===== src/rtl/alu_exec_unit_pkg.sv =====
// Shared definitions for the ALU execution unit and ALU control: operation codes,
// FSM state encoding and default widths.
package alu_exec_unit_pkg;

    localparam int unsigned XLEN_DEF = 32;
    localparam int unsigned SHW_DEF  = 5;

    localparam logic [3:0] ALU_AND  = 4'b0000;
    localparam logic [3:0] ALU_OR   = 4'b0001;
    localparam logic [3:0] ALU_ADD  = 4'b0010;
    localparam logic [3:0] ALU_XOR  = 4'b0100;
    localparam logic [3:0] ALU_SUB  = 4'b0110;
    localparam logic [3:0] ALU_SLL  = 4'b0111;
    localparam logic [3:0] ALU_SRL  = 4'b1000;
    localparam logic [3:0] ALU_SRA  = 4'b1001;
    localparam logic [3:0] ALU_SLT  = 4'b1010;
    localparam logic [3:0] ALU_SLTU = 4'b1011;

    typedef enum logic [1:0] {
        ST_IDLE  = 2'd0,
        ST_SHIFT = 2'd1,
        ST_DONE  = 2'd2
    } state_e;

    typedef enum logic [1:0] {
        SH_SLL = 2'd0,
        SH_SRL = 2'd1,
        SH_SRA = 2'd2
    } sh_kind_e;

    function automatic logic is_shift(input logic [3:0] sel);
        return (sel == ALU_SLL) || (sel == ALU_SRL) || (sel == ALU_SRA);
    endfunction

endpackage


===== src/rtl/alu_exec_unit_shifter.sv =====
// One-bit-per-cycle shifter: working register, down-counter and fill-bit logic.
// done_c marks the cycle whose shift (dout_c) is the final one.
module alu_serial_shifter
    import alu_exec_unit_pkg::*;
#(
    parameter int unsigned XLEN = XLEN_DEF,
    parameter int unsigned SHW  = SHW_DEF
) (
    input  logic            clk,
    input  logic            rst,
    input  logic            flush,
    input  logic            load,
    input  sh_kind_e        kind,
    input  logic [XLEN-1:0] din,
    input  logic [SHW-1:0]  amt,
    output logic            done_c,
    output logic [XLEN-1:0] dout_c
);

    logic [XLEN-1:0] shreg_q, shreg_d;
    logic [SHW-1:0]  cnt_q, cnt_d;
    sh_kind_e        kind_q, kind_d;
    logic            fill_c;
    logic [XLEN-1:0] step_c;

    // Single-bit step; SRA replicates the sign bit, the others fill with zero
    always_comb begin
        fill_c = (kind_q == SH_SRA) && shreg_q[XLEN-1];
        case (kind_q)
            SH_SLL:  step_c = {shreg_q[XLEN-2:0], 1'b0};
            default: step_c = {fill_c, shreg_q[XLEN-1:1]};
        endcase
    end

    always_comb begin
        shreg_d = shreg_q;
        cnt_d   = cnt_q;
        kind_d  = kind_q;
        if (flush) begin
            cnt_d = '0;
        end else if (load) begin
            shreg_d = din;
            cnt_d   = amt;
            kind_d  = kind;
        end else if (cnt_q != '0) begin
            shreg_d = step_c;
            cnt_d   = cnt_q - SHW'(1);
        end
    end

    assign done_c = !flush && (cnt_q == SHW'(1));
    assign dout_c = step_c;

    always_ff @(posedge clk) begin
        if (rst) begin
            shreg_q <= '0;
            cnt_q   <= '0;
            kind_q  <= SH_SLL;
        end else begin
            shreg_q <= shreg_d;
            cnt_q   <= cnt_d;
            kind_q  <= kind_d;
        end
    end

endmodule


===== src/rtl/alu_exec_unit.sv =====
// EX-stage ALU: single-cycle logic/arith/compare ops, iterative shifts,
// valid/ready on both sides with a registered result and flags.
module alu_exec_unit
    import alu_exec_unit_pkg::*;
#(
    parameter int unsigned XLEN = XLEN_DEF,
    parameter int unsigned SHW  = SHW_DEF
) (
    input  logic            clk,
    input  logic            rst,
    input  logic            flush,
    input  logic            in_valid,
    output logic            in_ready,
    input  logic [3:0]      ALU_sel,
    input  logic [XLEN-1:0] op_a,
    input  logic [XLEN-1:0] op_b,
    output logic            out_valid,
    input  logic            out_ready,
    output logic [XLEN-1:0] result,
    output logic            zero,
    output logic            illegal
);

    state_e          state_q, state_d;
    logic [XLEN-1:0] result_q, result_d;
    logic            zero_q, zero_d;
    logic            illegal_q, illegal_d;

    logic            accept_c;
    logic            shift_c;
    logic            sh_load_c;
    sh_kind_e        sh_kind_c;
    logic [SHW-1:0]  sh_amt_c;
    logic            sh_done_c;
    logic [XLEN-1:0] sh_res_c;
    logic [XLEN-1:0] alu_res_c;
    logic            alu_ill_c;

    assign in_ready  = (state_q == ST_IDLE) || ((state_q == ST_DONE) && out_ready);
    assign accept_c  = in_valid && in_ready && !flush;
    assign out_valid = (state_q == ST_DONE);
    assign result    = result_q;
    assign zero      = zero_q;
    assign illegal   = illegal_q;

    assign sh_amt_c = op_b[SHW-1:0];
    assign shift_c  = is_shift(ALU_sel) && (sh_amt_c != '0);

    // Single-cycle datapath; a zero-amount shift passes op_a straight through
    always_comb begin
        alu_res_c = '0;
        alu_ill_c = 1'b0;
        sh_kind_c = SH_SRL;
        case (ALU_sel)
            ALU_AND:  alu_res_c = op_a & op_b;
            ALU_OR:   alu_res_c = op_a | op_b;
            ALU_ADD:  alu_res_c = op_a + op_b;
            ALU_SUB:  alu_res_c = op_a - op_b;
            ALU_XOR:  alu_res_c = op_a ^ op_b;
            ALU_SLT:  alu_res_c = XLEN'($signed(op_a) < $signed(op_b));
            ALU_SLTU: alu_res_c = XLEN'(op_a < op_b);
            ALU_SLL: begin
                alu_res_c = op_a;
                sh_kind_c = SH_SLL;
            end
            ALU_SRL: begin
                alu_res_c = op_a;
                sh_kind_c = SH_SRL;
            end
            ALU_SRA: begin
                alu_res_c = op_a;
                sh_kind_c = SH_SRA;
            end
            default:  alu_ill_c = 1'b1;
        endcase
    end

    // Next state and result capture; flush wins over any accept
    always_comb begin
        state_d   = state_q;
        result_d  = result_q;
        zero_d    = zero_q;
        illegal_d = illegal_q;
        sh_load_c = 1'b0;
        if (flush) begin
            state_d = ST_IDLE;
        end else begin
            case (state_q)
                ST_IDLE, ST_DONE: begin
                    if (accept_c) begin
                        if (shift_c) begin
                            state_d   = ST_SHIFT;
                            sh_load_c = 1'b1;
                        end else begin
                            state_d   = ST_DONE;
                            result_d  = alu_res_c;
                            zero_d    = (alu_res_c == '0);
                            illegal_d = alu_ill_c;
                        end
                    end else if ((state_q == ST_DONE) && out_ready) begin
                        state_d = ST_IDLE;
                    end
                end
                ST_SHIFT: begin
                    if (sh_done_c) begin
                        state_d   = ST_DONE;
                        result_d  = sh_res_c;
                        zero_d    = (sh_res_c == '0);
                        illegal_d = 1'b0;
                    end
                end
                default: state_d = ST_IDLE;
            endcase
        end
    end

    always_ff @(posedge clk) begin
        if (rst) begin
            state_q   <= ST_IDLE;
            result_q  <= '0;
            zero_q    <= 1'b0;
            illegal_q <= 1'b0;
        end else begin
            state_q   <= state_d;
            result_q  <= result_d;
            zero_q    <= zero_d;
            illegal_q <= illegal_d;
        end
    end

    alu_serial_shifter #(
        .XLEN (XLEN),
        .SHW  (SHW)
    ) u_shifter (
        .clk    (clk),
        .rst    (rst),
        .flush  (flush),
        .load   (sh_load_c),
        .kind   (sh_kind_c),
        .din    (op_a),
        .amt    (sh_amt_c),
        .done_c (sh_done_c),
        .dout_c (sh_res_c)
    );

endmodule


===== config.mk =====
export PLATFORM = sky130hd
export DESIGN_NAME = alu_exec_unit
export DESIGN_NICKNAME = d
export VERILOG_FILES = /design/src/rtl/alu_exec_unit_pkg.sv /design/src/rtl/alu_exec_unit_shifter.sv /design/src/rtl/alu_exec_unit.sv
export SDC_FILE = /design/constraint.sdc
export NUM_CORES = 1
export LEC_CHECK = 0
export CORE_AREA = 2 2 140 142
export DETAILED_ROUTE_END_ITERATION = 16
export DIE_AREA = 0 0 142 144
export PLACE_DENSITY_LB_ADDON = 0.15
export SLEW_MARGIN = 40
export SYNTH_ARGS = -nofsm -noshare
export SYNTH_HDL_FRONTEND = slang
export SYNTH_HIERARCHICAL = 1
export SYNTH_SLANG_ARGS = --single-unit

===== constraint.sdc =====
create_clock -name clk -period 5.3 [get_ports clk]
set_input_delay 1.59 -clock clk [delete_from_list [all_inputs] [get_ports clk]]
set_output_delay 1.59 -clock clk [all_outputs]
set_load 0.005 [all_outputs]

# [Yosys cells after proc, flatten, opt, wreduce, memory -nomap -nowiden]
# Cells that the tools add are included.
[word_totals] output_inout_bits=36 input_bits=73 word_cells=89 register_bits=75
[op_classes] n_reduce_logical=27 bitwise_logic=4 n_eq_ne=17 n_mux=29 magnitude_cmp=2 add_sub_neg=3
[ops] cell="case mux 32 bit (8 select lines)" n=1
[ops] cell="two-way mux 32 bit" n=6
[ops] cell="zero test 32 bit" n=2
[ops] cell="less-than comparator 32 bit" n=2
[ops] cell="case mux 32 bit (2 select lines)" n=1
[ops] cell="adder 32 bit" n=1
[ops] cell="AND 32 bit" n=1
[ops] cell="OR 32 bit" n=1
[ops] cell="subtractor 32 bit" n=1
[ops] cell="XOR 32 bit" n=1
[ops] cell="== test 4 bit (second input constant)" n=4
[ops] cell="== test 4 x 3 -> 1 bit (second input constant)" n=3
[ops] cell="two-way mux 1 bit" n=11
[ops] cell="two-way mux 5 bit" n=2
[ops] cell="nonzero test 5 bit" n=2
[ops] cell="OR reduction 10 bit" n=1
[ops] cell="two-way mux 2 bit" n=4
[ops] cell="case mux 2 bit (2 select lines)" n=2
[ops] cell="logical AND 1 bit" n=6
[ops] cell="inequality test 2 bit (second input constant)" n=3
[ops] cell="AND reduction 2 bit" n=3
[ops] cell="== test 5 x 1 -> 1 bit (second input constant)" n=1
[ops] cell="AND reduction 5 bit" n=1
[ops] cell="subtractor 5 x 1 -> 5 bit (second input constant)" n=1
[ops] cell="14 further kinds" n=21

# [Logic depth before layout (Yosys ltp)]
[depth] ltp_word=10 mapped_depth=14 depth_no_buf=14

# [Cells and area by module]
# Netlist, hierarchy kept.
[modules_own_cells] mod="alu_exec_unit" instances=1 area_per_inst_um2=7803.7 seq_area_each_um2=720.7 cells_per_inst=1137
[modules_own_cells] mod="alu_serial_shifter" instances=1 area_per_inst_um2=2418.6 seq_area_each_um2=780.7 cells_per_inst=259

# [Worst setup path after synthesis]
# OpenSTA, ideal clock, no wires.
[synth_timing] path_type="in2reg" start="in op_a[0]" end="reg zero_q, in the netlist zero" required_ns=5.186 path_stages=14 setup_slack_ns=0.831 arrival_ns=4.356 n_path_buf=0 setup_ns=0.114 path_cell_list="ha_1 -> inv_1 -> fa_1 -> nor2b_1 -> o21bai_1 -> a211oi_1 -> o21ai_1 -> o221ai_2 -> a31o_2 -> a21oi_1 -> o311a_1 -> o311ai_0 -> nor3_1 -> a21o_1"
[synth_between] elab_chain_len=6 elab_cells_between_ends=12 classes_between="add/sub: 2; order compare: 2; mux: 4; bitwise: 3; reduce/logical: 1"
[synth_rtl] item="start: declaration" line="alu_exec_unit.sv:15" source="input logic [XLEN-1:0] op_a,"
[synth_rtl] item="subtractor 32 bit (tied with other cells)" line="alu_exec_unit.sv:58" source="ALU_SUB: alu_res_c = op_a - op_b;"
[synth_rtl] item="case mux 32 bit (8 select lines) (*)" line="alu_exec_unit.sv:54" source="case (ALU_sel)"
[synth_rtl] item="zero test 32 bit (*)" line="alu_exec_unit.sv:97" source="zero_d = (alu_res_c == '0);"
[synth_rtl] item="two-way mux 1 bit (*)" line="alu_exec_unit.sv:91" source="if (shift_c) begin"
[synth_rtl] item="two-way mux 1 bit (*)" line="alu_exec_unit.sv:90" source="if (accept_c) begin"
[synth_rtl] item="case mux 1 bit (2 select lines) (*)" line="alu_exec_unit.sv:88" source="case (state_q)"
[synth_rtl] item="end signal: assignment" line="alu_exec_unit.sv:126" source="zero_q <= zero_d;"
[synth_rtl] item="end: declaration" line="alu_exec_unit.sv:26" source="logic zero_q, zero_d;"
# Every way passes the cells marked *; elsewhere a longest branch is shown, timed or not. The select of a mux whose other input is x is not followed.
# A chain may end at the register's enable or synchronous reset.

# [Worst setup path in the final report]
# Ends and elaborated chain as after synthesis.

==> flow_summary.json <==
{
  "cp_max_fo": 4,
  "cp_cell_sequence": "clkdlybuf4s50_1, inv_1, ha_1, fa_1, nor4bb_1, o21bai_1, nand4_1, a2111oi_2, buf_4, nand4_1, a211oi_2, nand4_1, nor4_2, nand4b_1, nor4_1, a21o_1",
  "syn_nets": 1581,
  "worst_slew_pin_slew_ns": 0.8073,
  "num_io_pins": 109,
  "finalCritPeriodShare": 0.9824,
  "cts.sinks": 75,
  "slowest_stage": "clkdlybuf4s50_1",
  "synth-compound-area-share": 0.3212,
  "cpMostUsedCell": "nand4_1",
  "drc_errors": 0,
  "grt_pass1_wl_mm": 62.11,
  "routabilityCongestion": 1.082,
  "hpwl_mm": 32.78,
  "die_h_um": 144,
  "clkTransAtPathRegs_ns": 0.06,
  "power_per_cell_area_nw_per_um2": 181.9,
  "peakVddDrop_mv": 0.1681,
  "period_needed_ns": 5.207,
  "rsz0062_at_grt": "yes",
  "yosysWarningCount": 6,
  "clock_path_buffers": 2,
  "crit_path_end_kind": "flop",
  "tns_ns": 0,
  "synthMuxAreaShare": 0.04994,
  "critPathKind": "input pin to flop",
  "yosysUniqueCellTypes": 94,
  "row_count": 51,
  "die_w_um": 142,
  "clk_latency_ns": 0.33,
  "rrSetupSlack_ns": 1.96,
  "hold_class": "flop to flop",
  "antenna_found_initial": 2,
  "area_delta_synth_final_pct": 30.92,
  "synth.area.top_cells": "dfxtp_1 15%, ha_1 13%, a21oi_1 6.7%, nor2_1 4.9%, nand2_1 4.1%",
  "cts_root_buf": "clkbuf_16",
  "postRouteAntennaNets": 0,
  "crit_arrival_ns": 5.49,
  "ctsHtreeMaxLevel": 3,
  "max_freq_mhz": 192.1,
  "cts_tree": "yes",
  "yosys.area_share.simple": 0.2468,
  "vias_per_cell": 6.454,
  "synthCells": 1396,
  "fp.dieArea_sq_um": 20450,
  "crit_family": "simple AND/OR/NAND/NOR gates",
  "syn-cell-area_sq_um": 10220,
  "dp.cells": 1886,
  "required_ns": 5.58,
  "synth_fa_ha_area_frac": 0.1386,
  "synth-main-ff-cell": "dfxtp_1",
  "place_ws_ns": -0.5057,
  "skew_ns": 0.004346,
  "maxSlewViolCount": 0,
  "drv_cap": 0,
  "routedWlPerCell_um": 21.55,
  "setup_viol": 0,
  "async_flop_share": 0,
  "power.total_uw": 2434,
  "synth_top_cell_area_share": 0.1469,
  "cp_num_buf_inv": 3,
  "final-hold-violation-count": 0,
  "fin_util": 0.7014,
  "yosysTopAreaCell": "dfxtp_1",
  "port_buffers": 108,
  "synth.yosys.seq_area_share": 0.1469,
  "synth_top_family_by_area": "compound AO/OA/AOI/OAI gates",
  "p_leak_uw": 0.005727,
  "routed_wl_mm": 41.01,
  "grt_start_max_net_pins": 73,
  "synth.most_common_cell": "a21oi_1",
  "grt_pass1_vias": 11220,
  "status": "finished clean",
  "track_usage": 0.3886,
  "dr_total_vias": 12280,
  "coreArea_sq_um": 19080,
  "synth_edf_count": 0,
  "cts_hold_buf": 0,
  "yosys.area_share.xor_xnor": 0.009425,
  "nets": 1845,
  "slew-limit-headroom": 0.4618,
  "ys_seq_elements": 75,
  "grt_overflow": 0,
  "setup_slack_ns": 0.09331,
  "layout.cells.non_filler": 1903,
  "start_util": 0.5358,
  "dr.pass1.iters": 6,
  "antenna_cells": 0,
  "drive_above_1_share": 0.2300,
  "drtIter0Drc": 1311,
  "numCtsBuffers": 9,
  "avgSynthCellArea_sq_um": 7.323,
  "ys_top_cells_by_count": "136 x a21oi_1, 133 x nor2_1, 111 x nand2_1, 110 x ha_1, 99 x inv_1",
  "worstSetupStartpointType": "input pin",
  "critical_path.max_stage_delay_ns": 0.58
}
==> per-layer routing <==
layer  vias up  routed length, um  global-route usage
met4         2               1326              0.1205
met1      5784              17600              0.5502
met3        89               4238             0.05132
li1       5685                  -                   -
met2       722              17840              0.6133
met5         -                  8                   0
==> logic make-up after synthesis <==
family	Yosys count
AO/OA/AOI/OAI	471
XOR/XNOR	11
adder cells (fa/ha/maj)	112
buffers and inverters	198
flip-flops	75
multiplexers	47
AND/OR/NAND/NOR	482
==> power by group <==
group	total, uW	switching, uW	internal [uW]
logic	1250	712	538
clock network	573	232	341
registers	611	20.4	591
==> placed cells by master, fill, tap and decap left out, drive strengths merged, types with 21 or more instances in the layout <==
master / Yosys / routed
nor3: 33 / 33
nor4: 25 / 25
a21oi: 146 / 146
buf: 27 / 242
inv: 101 / 101
clkdlybuf4s50: 0 / 107
dfxtp: 75 / 75
a211oi: 38 / 38
nor2: 133 / 133
or2b: 21 / 21
ha: 110 / 110
nand3: 31 / 31
o21ai: 58 / 58
nand2: 111 / 111
o211ai: 54 / 54
a221oi: 23 / 23
mux2: 32 / 32
nand2b: 27 / 27
==> sequential cells by signal, summed over array words and instances (netlist names) <==
register and cells:
illegal 1, u_shifter/shreg_q 32, state_q 2, u_shifter/kind_q 2
zero 1, result 32, u_shifter/cnt_q 5
==> metrics by stage <==
step / hold WS (ns) / instance area [sq um]
2_1_floorplan: 0.4405 / 10220
3_3_place_gp: 0.4423 / 12950
3_5_place_dp: 0.4476 / 12970
4_1_cts: 0.4541 / 13280
5_1_grt: 0.4772 / 13380
6_report: 0.4519 / 13380
==> what timing repair did <==
item / CTS / global route
endpoints found under the setup margin: 1 / 4
pin swaps: 0 / 1
buffers inserted: 0 / 1
gates resized for setup: 5 / 15
endpoints found under the hold margin: 0 / 0
==> worst paths after layout <==
check	start	to	cells after the start
worst max-delay path	op_a[0]	zero$_SDFFE_PP0P_	16
worst max register to register	u_shifter/cnt_q[2]$_SDFFE_PP0P_	zero$_SDFFE_PP0P_	12
worst min register to register	result[26]$_SDFFE_PP0P_	result[26]$_SDFFE_PP0P_	2
worst min-delay path	result[26]$_SDFFE_PP0P_	result[26]$_SDFFE_PP0P_	2
==> worst reg2reg max path: cells and delay by family, from the launching register on <==
kind	cells	cell delay, ns
and+or+nand+nor	8	1.98
buffers and inverters	1	0.16
AOI/OAI and AO/OA	3	0.79
DFF	1	0.35
==> layout make-up <==
type | instances | area [sq um]
timing repair buffer | 349 | 2914
fill | 1655 | 5697
clock inverter | 4 | 25.02
sequential | 75 | 1501
inverter | 102 | 382.9
clock buffer | 12 | 256.5
multi-input combinational | 1123 | 8005
tap | 238 | 297.8
Note: power is estimated with default switching activity, not from simulation.
